$ cat src/rtl/anti_theft_fsm_if.sv
// rtl/anti_theft_fsm_if.sv - link between the alarm control FSM and the countdown timer
interface anti_theft_fsm_if;
  logic       start_timer;
  logic [1:0] interval;
  logic       expired;
  logic       one_hz_enable;

  // FSM side: chooses the interval and loads the timer, watches expiry and blink strobe
  modport master (
    output start_timer,
    output interval,
    input  expired,
    input  one_hz_enable
  );

  // Timer side: loads on start_timer, reports expiry and the 1 Hz strobe
  modport slave (
    input  start_timer,
    input  interval,
    output expired,
    output one_hz_enable
  );
endinterface

$ cat src/rtl/anti_theft_fsm.sv
// rtl/anti_theft_fsm.sv - car alarm control FSM driving the countdown timer, siren and LED
module anti_theft_fsm (
  input  logic                     clock,
  input  logic                     reset,
  input  logic                     ignition,
  input  logic                     door_driver,
  input  logic                     door_pass,
  input  logic                     reprogram,
  anti_theft_fsm_if.master         tmr,
  output logic                     siren,
  output logic                     status_indicator,
  output logic [2:0]               state_display
);

  typedef enum logic [2:0] {
    ARMED       = 3'd0,
    TRIGGERED   = 3'd1,
    SOUND_ALARM = 3'd2,
    IGN_ON      = 3'd3,
    IGN_OFF     = 3'd4,
    DOOR_OPEN   = 3'd5,
    ARM_DELAY   = 3'd6,
    ILLEGAL     = 3'd7
  } state_t;

  localparam logic [1:0] SEL_ARM_DELAY  = 2'b00;
  localparam logic [1:0] SEL_DRIVER     = 2'b01;
  localparam logic [1:0] SEL_PASSENGER  = 2'b10;
  localparam logic [1:0] SEL_ALARM_ON   = 2'b11;

  state_t     state_q, state_d;
  logic       start_q, start_d;
  logic [1:0] interval_q, interval_d;
  logic       siren_q, siren_d;
  logic       led_q, led_d;
  logic       load_guard_q;
  logic       any_door;
  logic       expired_ok;

  assign any_door   = door_driver | door_pass;
  // The timer still shows the previous count for two cycles after a load, so
  // expiry is only believed once start_timer has been low for two cycles.
  assign expired_ok = tmr.expired & ~start_q & ~load_guard_q;

  // State and all registered outputs; reset clears everything immediately
  always_ff @(posedge clock or posedge reset) begin
    if (reset) begin
      state_q      <= ARMED;
      start_q      <= 1'b0;
      interval_q   <= SEL_ARM_DELAY;
      siren_q      <= 1'b0;
      led_q        <= 1'b0;
      load_guard_q <= 1'b0;
    end else begin
      state_q      <= state_d;
      start_q      <= start_d;
      interval_q   <= interval_d;
      siren_q      <= siren_d;
      led_q        <= led_d;
      load_guard_q <= start_q;
    end
  end

  // Next state, timer load request and output drive from the current state
  always_comb begin
    state_d    = state_q;
    start_d    = 1'b0;
    interval_d = interval_q;
    siren_d    = (state_q == SOUND_ALARM);
    led_d      = 1'b0;

    case (state_q)
      ARMED:                 led_d = tmr.one_hz_enable;
      TRIGGERED, SOUND_ALARM: led_d = 1'b1;
      default:               led_d = 1'b0;
    endcase

    if (reprogram) begin
      state_d = ARMED;
    end else begin
      case (state_q)
        ARMED: begin
          if (any_door) begin
            state_d    = TRIGGERED;
            start_d    = 1'b1;
            interval_d = door_driver ? SEL_DRIVER : SEL_PASSENGER;
          end
        end
        TRIGGERED: begin
          if (ignition) begin
            state_d = IGN_ON;
          end else if (expired_ok) begin
            state_d    = SOUND_ALARM;
            start_d    = 1'b1;
            interval_d = SEL_ALARM_ON;
          end
        end
        SOUND_ALARM: begin
          if (ignition) begin
            state_d = IGN_ON;
          end else if (any_door) begin
            start_d    = 1'b1;
            interval_d = SEL_ALARM_ON;
          end else if (expired_ok) begin
            state_d = ARMED;
          end
        end
        IGN_ON: begin
          if (!ignition) state_d = IGN_OFF;
        end
        IGN_OFF: begin
          if (ignition) state_d = IGN_ON;
          else if (door_driver) state_d = DOOR_OPEN;
        end
        DOOR_OPEN: begin
          if (ignition) begin
            state_d = IGN_ON;
          end else if (!door_driver) begin
            state_d    = ARM_DELAY;
            start_d    = 1'b1;
            interval_d = SEL_ARM_DELAY;
          end
        end
        ARM_DELAY: begin
          if (ignition) state_d = IGN_ON;
          else if (any_door) state_d = DOOR_OPEN;
          else if (expired_ok) state_d = ARMED;
        end
        default: state_d = ARMED;
      endcase
    end
  end

  assign tmr.start_timer  = start_q;
  assign tmr.interval     = interval_q;
  assign siren            = siren_q;
  assign status_indicator = led_q;
  assign state_display    = state_q;

endmodule

$ cat src/flat_wrapper.sv
// flat-port wrapper written by rule: the top's interface ports become plain ports
module anti_theft_fsm_flat 
  (clock, reset, ignition, door_driver, door_pass, reprogram, siren, status_indicator, state_display, tmr_start_timer, tmr_interval, tmr_expired, tmr_one_hz_enable);
  anti_theft_fsm_if tmr_i ();
  input  logic clock;
  input  logic reset;
  input  logic ignition;
  input  logic door_driver;
  input  logic door_pass;
  input  logic reprogram;
  output logic siren;
  output logic status_indicator;
  output logic [2:0] state_display;
  output wire logic [$bits(tmr_i.start_timer)-1:0] tmr_start_timer;
  output wire logic [$bits(tmr_i.interval)-1:0] tmr_interval;
  input wire logic [$bits(tmr_i.expired)-1:0] tmr_expired;
  input wire logic [$bits(tmr_i.one_hz_enable)-1:0] tmr_one_hz_enable;
  assign tmr_start_timer = tmr_i.start_timer;
  assign tmr_interval = tmr_i.interval;
  assign tmr_i.expired = tmr_expired;
  assign tmr_i.one_hz_enable = tmr_one_hz_enable;
  anti_theft_fsm u_core (.clock(clock), .reset(reset), .ignition(ignition), .door_driver(door_driver), .door_pass(door_pass), .reprogram(reprogram), .tmr(tmr_i), .siren(siren), .status_indicator(status_indicator), .state_display(state_display));
endmodule
$ cat config.mk
export PLATFORM = sky130hd
export DESIGN_NAME = anti_theft_fsm_flat
export DESIGN_NICKNAME = d
export VERILOG_FILES = /design/src/rtl/anti_theft_fsm_if.sv /design/src/rtl/anti_theft_fsm.sv /design/src/flat_wrapper.sv
export SDC_FILE = /design/constraint.sdc
export NUM_CORES = 1
export LEC_CHECK = 0
export ABC_AREA = 0
export CAP_MARGIN = 20
export CORE_AREA = 4 4 41 43
export DETAILED_ROUTE_END_ITERATION = 10
export DIE_AREA = 0 0 45 47
export DONT_BUFFER_PORTS = 1
export GPL_TIMING_DRIVEN = 0
export PLACE_DENSITY = 0.74
export SLEW_MARGIN = 0
export SYNTH_ARGS = -nofsm -noshare
export SYNTH_HDL_FRONTEND = slang
export SYNTH_SLANG_ARGS = --single-unit
$ cat constraint.sdc
create_clock -name clock -period 2.7 [get_ports clock]
set_input_delay 0.27 -clock clock [delete_from_list [all_inputs] [get_ports clock]]
set_output_delay 0.27 -clock clock [all_outputs]
set_load 0.005 [all_outputs]
==> qor.csv <==
stage,metric,value,unit
run_status,status,"finished, final reports clean",
worst_setup_path,crit_type,reg -> reg,
worst_setup_path,critPathArrivalTime,2.23,ns
detailed_routing,drc,0,
yosys,syn-cell-area,628.1,µm²
yosys,synth_cells,76,
detailed_routing,drt_iter0_markers,13,
placed_design,dp.cells,91,
worst_hold_path,hold_path_depth,1,
cts,root_buffer,clkbuf_4,
placed_design,gp_congestion,0.8763,
placed_design,hpwl,1.042,mm
yosys,synthesis.nets,84,
cts,cts_buffers,3,
detailed_routing,vias,588,
worst_setup_path,end_kind,flip-flop,
sta,max_freq,479.9,MHz
cts,cts.sinks,9,
floorplan,start_util,0.4827,
detailed_routing,wirelength,1.442,mm
pwr,power_per_cell_area,947.7,nW/µm²
sta,slew_viol_final,0,
worst_setup_path,required,2.85,ns
placed_design,place_area,646.9,µm²
floorplan,die_y,47,µm
cts,clk_pin_slew,0.06,ns
pwr,total_power,0.0006475,W
floorplan,die_w,45,µm
floorplan,num_io_pins,16,
worst_setup_path,r2r_cells,6,
worst_hold_path,hold_class,in -> reg,
layout,fin_area,683.2,µm²
pwr,ir_worst_vdd,423.1,µV
yosys,yosysUniqueCellTypes,29,
sta,fin_skew,0.003925,ns
layout,n_antenna_cell,0,
sta,final.min_clock_period,2.084,ns
worst_setup_path,r2r_start,u_core.state_display[0]$_DFFE_PP0P_,
worst_setup_path,critPathMaxFanout,9,
detailed_routing,dr.pass1.iters,4,
detailed_routing,viasPerCell,6.125,
grt,grt_pass1_wl,2.435,mm
cts,clk_latency,0.26,ns
worst_setup_path,r2r-end,u_core.tmr.interval[1]$_DFFE_PP0P_,
cts,cts_resized,0,
grt,grt-ovfl-total,0,
layout,final_cell_mix,"dfrtp_1 (9), o21ai_0 (8), clkbuf_1 (7)",
sta,setup-tns-final,0,ns
layout,fill_cells,125,
cts,cts_buffer_depth,2,
worst_setup_path,reg2reg_slack,0.62,ns
grt,grt_use_total,0.1652,
worst_hold_path,min-delay-start,reprogram,
placed_design,portBuffers,0,
yosys,ys_warn_count,0,
yosys,syn_area_per_cell,8.265,µm²
worst_setup_path,start_kind,flip-flop,
floorplan,design.core.area,1301,µm²
layout,fin_nets,90,
layout,drive_above_1_share,0.1235,
yosys,ys_ff_latch,9,
detailed_routing,ant_nets,0,
flow_run,drv_cap,0,
layout,layout_commonest_cell,dfrtp_1,
cts,cts_tree,built,
yosys,synth-seq-area-share,0.3586,
layout,fin_util,0.5250,
sta,slew_headroom,0.7251,
sta,rsz0062_at_grt,no,
floorplan,dieArea,2115,µm²
sta,setup_viol_count_final,0,
grt,antenna_found_initial,0,
floorplan,rows,13,
pwr,p_leak,0.2622,nW
grt,grt_pass1_vias,515,
detailed_routing,wire_per_inst,15.02,µm
sta,finalHoldViolCount,0,
cts,htreeDepth,1,
sta,period_share,0.7718,
layout,layout-area-overhead-vs-synth,8.765,%
layout,final_cells,96,
sta,worst_slew_pin_slew,0.4124,ns
grt,grt_max_degree,11,
worst_hold_path,whs_endpoint,u_core.state_display[2]$_DFFE_PP0P_,
==> synthesized netlist by cell type <==
cell type	count	share of area
a211oi_1	2	0.024
a21oi_1	5	0.040
a21oi_4	1	0.026
a22oi_1	1	0.012
a2bb2oi_1	1	0.014
a31o_2	1	0.014
a31oi_1	1	0.010
buf_2	1	0.0080
clkbuf_1	6	0.036
dfrtp_1	9	0.36
inv_1	5	0.030
mux2_4	2	0.048
mux2i_1	1	0.016
nand2_1	5	0.030
nand2b_1	3	0.030
nand3_1	1	0.0080
nand3b_1	1	0.012
nor2_1	3	0.018
nor2b_1	1	0.010
nor3_1	5	0.040
o211ai_1	2	0.024
o21a_1	2	0.024
o21ai_0	8	0.064
o21ai_1	3	0.024
o21ba_2	1	0.016
o221ai_1	2	0.028
o22ai_1	1	0.010
or3_1	1	0.010
or3b_4	1	0.018
==> flip-flops by register name, indices dropped and copies added (netlist names) <==
| signal | flops |
|---|---|
| u_core.load_guard_q | 1 |
| u_core.siren | 1 |
| u_core.state_display | 3 |
| u_core.status_indicator | 1 |
| u_core.tmr.interval | 2 |
| u_core.tmr.start_timer | 1 |
==> area by class of cell <==
| class | count | area, µm² | share of cell area |
|---|---|---|---|
| sequential | 9 | 225.2 | 0.3297 |
| clock buffer | 4 | 26.28 | 0.03846 |
| timing repair buffer | 1 | 10.01 | 0.01465 |
| tap | 15 | 18.77 | 0.02747 |
| buffer | 7 | 27.53 | 0.04029 |
| inverter | 5 | 18.77 | 0.02747 |
| multi-input combinational | 55 | 356.6 | 0.5220 |
==> critical path: stages (launching register included) <==
cell	delay, ns
dfrtp_1	0.38
clkbuf_1	0.32
nand2b_1	0.18
or3_1	0.34
a31o_2	0.23
a21oi_4	0.20
mux2_4	0.32
==> per-stage QoR <==
stage,setup WS [ns],hold slack (ns)
CTS,0.6219,0.06365
global route,0.5070,0.06634
finish,0.6162,0.06978
global placement,0.6763,0.1243
floorplan,0.7414,0.09792
detailed placement,0.6361,0.1405
==> layer usage <==
layer | up-vias | global-route usage | part of all wire
met5 | - | 0 | 0
met4 | 0 | 0.1404 | 0.040
met3 | 5 | 0.04981 | 0.072
met2 | 19 | 0.2090 | 0.43
met1 | 279 | 0.2248 | 0.46
li1 | 285 | - | -
==> logic make-up (layout without fill, tap and decap cells) <==
family	count (synthesis)	in the layout	share of synthesized area
AO/OA/AOI/OAI	31	31	0.3287
AND/OR/NAND/NOR	21	21	0.1753
buffers and inverters	12	17	0.07370
flip-flops	9	9	0.3586
multiplexers	3	3	0.06375
==> timing repair <==
item                      in CTS  in global routing
hold buffers                   1                  0
buffers inserted               0                  0
hold endpoints to repair       9                  0
==> power breakdown <==
group	leakage, nW	internal [W]	switching (W)
logic	0.135	0.000142	0.000180
registers	0.112	0.000186	0.0000359
clock network	0.0150	0.0000570	0.0000469
==> worst max path at each step <==
stage / startpoint / end / slack, ns
floorplan: u_core.tmr.start_timer$_DFF_PP0_ / u_core.tmr.interval[0]$_DFFE_PP0P_ / 0.74
global placement: u_core.tmr.start_timer$_DFF_PP0_ / u_core.tmr.interval[0]$_DFFE_PP0P_ / 0.68
detailed placement: u_core.tmr.start_timer$_DFF_PP0_ / u_core.tmr.interval[1]$_DFFE_PP0P_ / 0.64
CTS: u_core.tmr.start_timer$_DFF_PP0_ / u_core.tmr.interval[1]$_DFFE_PP0P_ / 0.62
global route: u_core.state_display[0]$_DFFE_PP0P_ / u_core.tmr.interval[1]$_DFFE_PP0P_ / 0.51
finish: u_core.state_display[0]$_DFFE_PP0P_ / u_core.tmr.interval[1]$_DFFE_PP0P_ / 0.62
Power figures use the tool's default switching activity.
